## config.mk

```make
export PLATFORM = sky130hd
export DESIGN_NAME = fluxo_dados_n
export DESIGN_NICKNAME = d
export VERILOG_FILES = /design/src/rtl/pj_pkg.sv /design/src/rtl/gerador_alvo.sv /design/src/rtl/fluxo_dados_n.sv
export SDC_FILE = /design/constraint.sdc
export NUM_CORES = 1
export LEC_CHECK = 0
export BUFFER_PORTS_ARGS = -buffer_cell sky130_fd_sc_hd__buf_2
export CAP_MARGIN = 20
export CORE_ASPECT_RATIO = 1.4
export CORE_MARGIN = 2
export CORE_UTILIZATION = 55
export DETAILED_ROUTE_END_ITERATION = 10
export PLACE_DENSITY = 0.78
export SLEW_MARGIN = 20
export SYNTH_ARGS = -nofsm -noshare
export SYNTH_HDL_FRONTEND = slang
export SYNTH_SLANG_ARGS = --single-unit
```

## constraint.sdc

```tcl
create_clock -name clock -period 4.1 [get_ports clock]
set_input_delay 0.205 -clock clock [delete_from_list [all_inputs] [get_ports clock]]
set_output_delay 0.205 -clock clock [all_outputs]
set_load 0.005 [all_outputs]
```

## src/rtl/pj_pkg.sv

```systemverilog
// Shared definitions for the MindFocus N-button datapath: target-generator
// states, default LFSR taps / play timeout, and the index-width helper.
package pj_pkg;

  typedef enum logic [1:0] {
    OCIOSO  = 2'd0,
    GERANDO = 2'd1,
    PRONTO  = 2'd2
  } estado_t;

  localparam logic [15:0] TAPS_PADRAO    = 16'hB400;
  localparam int unsigned TIMEOUT_PADRAO = 50000;
  localparam int unsigned MAX_TENTATIVAS = 8;

  // Bits needed to index n targets, never less than one.
  function automatic int unsigned largura_indice(input int unsigned n);
    return (n <= 2) ? 1 : $clog2(n);
  endfunction

endpackage

```

## src/rtl/gerador_alvo.sv

```systemverilog
// One-hot target generator: free-running seed counter, Galois LFSR and the
// OCIOSO/GERANDO/PRONTO handshake. Optional macro ALVO_SEM_REPETICAO_EN
// forbids repeating the current target, with a bounded retry count.
module gerador_alvo
  import pj_pkg::*;
#(
  parameter int unsigned       N_BOTOES = 4,
  parameter int unsigned       W_LFSR   = 16,
  parameter logic [W_LFSR-1:0] TAPS     = W_LFSR'(TAPS_PADRAO)
) (
  input  logic                i_clock,
  input  logic                i_reset,
  input  logic                i_captura_semente,
  input  logic                i_gera_alvo,
  output logic                o_alvo_pronto,
  output logic [N_BOTOES-1:0] o_alvo,
  output logic [W_LFSR-1:0]   o_db_lfsr
);

  localparam int unsigned IW = largura_indice(N_BOTOES);

  estado_t             r_estado, w_estado_prox;
  logic [W_LFSR-1:0]   r_semente;
  logic [W_LFSR-1:0]   r_lfsr;
  logic [W_LFSR-1:0]   w_lfsr_prox;
  logic [N_BOTOES-1:0] r_alvo;
  logic [IW-1:0]       w_indice;
  logic [IW-1:0]       w_sel;
  logic                w_dentro;
  logic                w_aceita;

  assign w_lfsr_prox = (r_lfsr >> 1) ^ (r_lfsr[0] ? TAPS : '0);
  assign w_indice    = w_lfsr_prox[W_LFSR-1 -: IW];
  assign w_dentro    = (32'(w_indice) < N_BOTOES);

`ifdef ALVO_SEM_REPETICAO_EN
  localparam int unsigned TW = $clog2(MAX_TENTATIVAS + 1);

  logic [TW-1:0] r_tentativas;
  logic [IW-1:0] r_indice;
  logic          w_repetido;
  logic          w_forcado;
  logic [IW-1:0] w_indice_forcado;

  assign w_repetido       = (r_alvo != '0) && (w_indice == r_indice);
  assign w_forcado        = (r_tentativas == TW'(MAX_TENTATIVAS));
  assign w_indice_forcado = (r_indice == IW'(N_BOTOES - 1)) ? '0 : r_indice + 1'b1;
  assign w_aceita         = w_forcado | (w_dentro & ~w_repetido);
  assign w_sel            = w_forcado ? w_indice_forcado : w_indice;

  // Consecutive-rejection counter and index of the current target.
  always_ff @(posedge i_clock) begin
    if (i_reset) begin
      r_tentativas <= '0;
      r_indice     <= '0;
    end else if (r_estado == GERANDO) begin
      if (w_aceita) begin
        r_tentativas <= '0;
        r_indice     <= w_sel;
      end else begin
        r_tentativas <= r_tentativas + 1'b1;
      end
    end else begin
      r_tentativas <= '0;
    end
  end
`else
  assign w_aceita = w_dentro;
  assign w_sel    = w_indice;
`endif

  // Seed counter runs every cycle so the captured seed depends on timing.
  always_ff @(posedge i_clock) begin
    if (i_reset) r_semente <= W_LFSR'(1);
    else         r_semente <= r_semente + 1'b1;
  end

  // LFSR: seed capture wins over the per-cycle step while generating.
  always_ff @(posedge i_clock) begin
    if (i_reset)                   r_lfsr <= W_LFSR'(1);
    else if (i_captura_semente)    r_lfsr <= (r_semente == '0) ? W_LFSR'(1) : r_semente;
    else if (r_estado == GERANDO)  r_lfsr <= w_lfsr_prox;
  end

  // Target register loads the one-hot of the accepted candidate.
  always_ff @(posedge i_clock) begin
    if (i_reset)                               r_alvo <= '0;
    else if ((r_estado == GERANDO) && w_aceita) r_alvo <= {{(N_BOTOES-1){1'b0}}, 1'b1} << w_sel;
  end

  // State register.
  always_ff @(posedge i_clock) begin
    if (i_reset) r_estado <= OCIOSO;
    else         r_estado <= w_estado_prox;
  end

  // Next state; a request while PRONTO goes straight to GERANDO so the new
  // target arrives with the same latency as from OCIOSO.
  always_comb begin
    w_estado_prox = r_estado;
    unique case (r_estado)
      OCIOSO:  if (i_gera_alvo) w_estado_prox = GERANDO;
      GERANDO: if (w_aceita)    w_estado_prox = PRONTO;
      PRONTO:  if (i_gera_alvo) w_estado_prox = GERANDO;
      default: w_estado_prox = OCIOSO;
    endcase
  end

  assign o_alvo_pronto = (r_estado == PRONTO);
  assign o_alvo        = r_alvo;
  assign o_db_lfsr     = r_lfsr;

endmodule

```

## src/rtl/fluxo_dados_n.sv

```systemverilog
// MindFocus N-button datapath: target generator, play edge detector, play
// register, hit/round counters and play timer. Optional feature selected by
// macro ALVO_SEM_REPETICAO_EN (inside gerador_alvo).
module fluxo_dados_n
  import pj_pkg::*;
#(
  parameter int unsigned       N_BOTOES  = 4,
  parameter int unsigned       N_RODADAS = 3,
  parameter int unsigned       W_CONT    = 4,
  parameter int unsigned       W_LFSR    = 16,
  parameter logic [W_LFSR-1:0] TAPS      = W_LFSR'(TAPS_PADRAO),
  parameter int unsigned       TIMEOUT   = TIMEOUT_PADRAO
) (
  input  logic                clock,
  input  logic                reset,
  input  logic [N_BOTOES-1:0] botoes,
  input  logic                zeraA,
  input  logic                zeraRod,
  input  logic                zeraR,
  input  logic                contaA,
  input  logic                contaRod,
  input  logic                registraR,
  input  logic                captura_semente,
  input  logic                gera_alvo,
  input  logic                inicia_tempo,
  output logic                jogada_feita,
  output logic                alvo_pronto,
  output logic                acerto,
  output logic                rodadaIgualFinal,
  output logic                timeout,
  output logic [W_CONT-1:0]   acertos,
  output logic [W_CONT-1:0]   rodada,
  output logic [N_BOTOES-1:0] alvo,
  output logic [N_BOTOES-1:0] db_jogada,
  output logic [W_LFSR-1:0]   db_lfsr
);

  localparam int unsigned TW = (TIMEOUT <= 2) ? 1 : $clog2(TIMEOUT);

  logic                r_bot_atual, r_bot_ant;
  logic [N_BOTOES-1:0] r_jogada;
  logic [W_CONT-1:0]   r_acertos, r_rodada;
  logic [TW-1:0]       r_tempo;
  logic                r_armado, r_timeout;
  logic                w_jogada_feita;
  logic [N_BOTOES-1:0] w_alvo;

  gerador_alvo #(
    .N_BOTOES (N_BOTOES),
    .W_LFSR   (W_LFSR),
    .TAPS     (TAPS)
  ) u_gerador (
    .i_clock           (clock),
    .i_reset           (reset),
    .i_captura_semente (captura_semente),
    .i_gera_alvo       (gera_alvo),
    .o_alvo_pronto     (alvo_pronto),
    .o_alvo            (w_alvo),
    .o_db_lfsr         (db_lfsr)
  );

  // Any-button edge detector; zeraRod also clears it.
  always_ff @(posedge clock) begin
    if (reset || zeraRod) begin
      r_bot_atual <= 1'b0;
      r_bot_ant   <= 1'b0;
    end else begin
      r_bot_atual <= |botoes;
      r_bot_ant   <= r_bot_atual;
    end
  end

  assign w_jogada_feita = r_bot_atual & ~r_bot_ant;

  // Play register.
  always_ff @(posedge clock) begin
    if (reset || zeraR) r_jogada <= '0;
    else if (registraR) r_jogada <= botoes;
  end

  // Hit counter saturates at all-ones.
  always_ff @(posedge clock) begin
    if (reset || zeraA)                    r_acertos <= '0;
    else if (contaA && (r_acertos != '1)) r_acertos <= r_acertos + 1'b1;
  end

  // Round counter wraps naturally.
  always_ff @(posedge clock) begin
    if (reset || zeraRod) r_rodada <= '0;
    else if (contaRod)    r_rodada <= r_rodada + 1'b1;
  end

  // Play timer: restart wins over a simultaneous play; timeout latches.
  always_ff @(posedge clock) begin
    if (reset) begin
      r_tempo   <= '0;
      r_armado  <= 1'b0;
      r_timeout <= 1'b0;
    end else if (inicia_tempo) begin
      r_tempo   <= '0;
      r_armado  <= 1'b1;
      r_timeout <= 1'b0;
    end else if (r_armado) begin
      if (w_jogada_feita) begin
        r_armado <= 1'b0;
      end else begin
        r_tempo <= r_tempo + 1'b1;
        if (r_tempo == TW'(TIMEOUT - 2)) begin
          r_armado  <= 1'b0;
          r_timeout <= 1'b1;
        end
      end
    end
  end

  assign jogada_feita     = w_jogada_feita;
  assign acerto           = (r_jogada == w_alvo) && (w_alvo != '0);
  assign rodadaIgualFinal = (r_rodada == W_CONT'(N_RODADAS));
  assign timeout          = r_timeout;
  assign acertos          = r_acertos;
  assign rodada           = r_rodada;
  assign alvo             = w_alvo;
  assign db_jogada        = r_jogada;

endmodule

```

==> results.toml <==
[run_status]
status = "finished, final reports clean"

[setup_path]
cp-end-kind = "flip-flop"
worstPathMaxFanout = 6
ff2ff_setup_slack_ps = 2320
crit_family = "simple AND/OR/NAND/NOR gates"
cp_cell_sequence = "or4b_1 > or4_1 > a21oi_1 > nor2_1"
crit_buf_inv = 0
r2r-start = "r_tempo[5]$_SDFFE_PP0P_"
path_class = "flip-flop to flip-flop"
cpPeakStageDelay_ps = 560
crit_path_top_delay_cell = "or4b_1"
cp-endpoint = "r_armado$_SDFF_PP0_"
cp.depth = 4
r2r-end = "r_armado$_SDFF_PP0_"
r2r_cells = 4
cp_data_required_time_ps = 4300
start_kind = "flip-flop"
arrival_ps = 1980
crit_start = "r_tempo[5]$_SDFFE_PP0P_"

[cells_and_area]
syn2layout_area_growth_pct = 13.85
final_common_cell = "dfxtp_1"
seq_area_um2 = 1401
drive_gt1_frac = 0.1859
final_cell_mix = "70 x dfxtp_1, 53 x nand2_1, 51 x buf_2, 37 x nor2_1, 30 x a21oi_1"
fin_nets = 441
final_cell_count_no_fill = 495
multi_input_area_um2 = 1703
antennaDiodeCount = 0
fillCellCount = 501

[global_routing]
grt_overflow = 0
grt_max_degree = 51
track_usage = 0.2204
antenna_found_initial = 0
grt_pass1_vias = 2509
grt_first_pass_wirelength_um = 10920

[cts]
cts-root-buf = "clkbuf_8"
cts_buffers = 9
clk_path_buf_depth = 2
cts_hold_buf = 0
cts_tree = "built"
post_cts_resized = 0
path_clk_slew_ps = 70
clock_latency_ps = 340
clock-sinks = 70
cts_max_level = 3
cts_setup_buffers = 0

[pwr]
pwr-share-clk = 0.387
p_seq_frac = 0.542
intPower_uw = 998.1
p_sw_uw = 317.7
p_leak_nw = 1.454
swShare = 0.2415
powerDensity_nw_per_um2 = 359.3
pwr-share-comb = 0.071
ir_drop_v = 0.0002173

[floorplan]
die-area_um2 = 6485
rows = 33
start_util = 0.5605
core_area_um2 = 5739
die_y_um = 94.49
num_io_pins = 52
die_w_um = 68.64

[drt]
postRouteAntennaNets = 0
vias = 2769
avgRoutedWirePerCell_um = 13.67
drc = 0
firstDrtPassIters = 4
drt_iter0_drc = 165
wl_um = 6769
viasPerCell = 5.594

[logic_synthesis]
syn_nets = 398
async_reset_ff_frac = 0
ys_seq_area_frac = 0.4356
yosysWarnings = 0
syn_avg_cell_area_um2 = 8.533
ys_ff_latch = 70
yosysUniqueCellTypes = 45
synth_edf_count = 0
synth_area_um2 = 3217
synth_cells = 377
synth_ff_type = "dfxtp_1"

[sta]
layout_min_cycle_time_ps = 1784
tightestPinTransition_ps = 883.8
setup_viol = 0
clock.fmax_ghz = 0.5605
rsz0062_at_grt = "false"
min_period_over_period = 0.4352
timing.setup.tns_ps = 0
drv_slew = 0
timing_hold_violations_final = 0
slew_headroom = 0.4108
worst_slack_ps = 2316
whs_ps = 83.48
fin_skew_ps = 6.431

[run]
cap_violations = 0

[place]
gp_congestion = 0.8489
pre_cts_slack_ps = 2337
io_buffers = 51
dp_cells = 479
hpwlAfterDp_um = 4627

[worst_hold_path]
holdCritPathClass = "input port to flip-flop"
-- cell usage after synthesis (all sizes together) (4+ instances only) --
cell | count | share of area
nand2 | 53 | 0.062
nand2b | 4 | 0.010
o31ai | 4 | 0.0093
mux2i | 7 | 0.022
a21o | 11 | 0.026
xor2 | 21 | 0.057
dfxtp | 70 | 0.44
ha | 6 | 0.023
o21ai | 4 | 0.0062
and3 | 5 | 0.011
nand3 | 13 | 0.022
or3 | 4 | 0.0093
a21oi | 30 | 0.047
nor3 | 14 | 0.022
clkbuf | 18 | 0.025
and4 | 5 | 0.014
nor2 | 37 | 0.043
xnor2 | 11 | 0.030
inv | 6 | 0.0070
nand4 | 14 | 0.031
or4 | 6 | 0.014
nor4 | 7 | 0.014
and2 | 5 | 0.010
-- logic make-up (layout without fill, tap and decap cells) --
kind of cell / count (synthesis) / count (layout) / share of synthesized area
AOI/OAI and AO/OA: 57 / 57 / 0.1085
xor gates and xnor gates: 32 / 32 / 0.08713
adders and majority gates: 6 / 6 / 0.02334
buffers and inverters: 26 / 74 / 0.03500
DFF: 70 / 70 / 0.4356
muxes: 7 / 7 / 0.02178
and+or+nand+nor: 179 / 179 / 0.2886
-- state kept, by name (all words and copies together) (netlist names) --
name	cells
r_tempo	16
u_gerador.o_db_lfsr	16
u_gerador.r_semente	16
acertos	4
db_jogada	4
rodada	4
u_gerador.o_alvo	4
u_gerador.r_estado	2
r_armado	1
r_bot_ant	1
r_bot_atual	1
timeout	1
-- power by group through the flow --
stage / Combinational, mW / Clock, mW / Sequential (mW)
6_report: 0.0934 / 0.510 / 0.713
4_1_cts: 0.0941 / 0.525 / 0.712
5_1_grt: 0.106 / 0.556 / 0.715
3_5_place_dp: 0.0931 / 0 / 0.728
2_1_floorplan: 0.0684 / 0 / 0.722
3_3_place_gp: 0.0912 / 0 / 0.727
-- stage by stage --
| step | power (mW) | utilization | cell area (µm²) |
|---|---|---|---|
| floorplan | 0.7900 | - | 3217 |
| global placement | 0.8180 | 0.6058 | 3477 |
| detailed placement | 0.8208 | 0.6058 | 3477 |
| CTS | 1.331 | 0.6381 | 3662 |
| global route | 1.376 | 0.6381 | 3662 |
| finish | 1.316 | 0.6381 | 3662 |
-- layout make-up --
class | instances | area share
Sequential cell | 70 | 0.3826
Timing Repair Buffer | 52 | 0.07175
Clock inverter | 4 | 0.005466
Tap cell | 70 | 0.02392
Clock buffer | 12 | 0.04510
Inverter | 6 | 0.006150
Multi-Input combinational cell | 281 | 0.4650
-- routing by layer --
metal  track usage  wire length [µm]
met5             0                 0
met4        0.1133               163
met3       0.06555               293
met2        0.3750              3537
met1        0.2399              2774
-- worst min-delay path by stage --
stage / from / slack [ps] / end / cells after the start
5_1_grt: zeraR / 60 / db_jogada[3]$_SDFFE_PP0P_ / 2
3_5_place_dp: zeraR / 430 / db_jogada[1]$_SDFFE_PP0P_ / 2
2_1_floorplan: zeraA / 280 / acertos[0]$_SDFFE_PP0P_ / 1
6_report: zeraR / 80 / db_jogada[3]$_SDFFE_PP0P_ / 2
3_3_place_gp: zeraR / 420 / db_jogada[3]$_SDFFE_PP0P_ / 2
4_1_cts: zeraR / 60 / db_jogada[1]$_SDFFE_PP0P_ / 2
(Power assumes the default switching activity.)
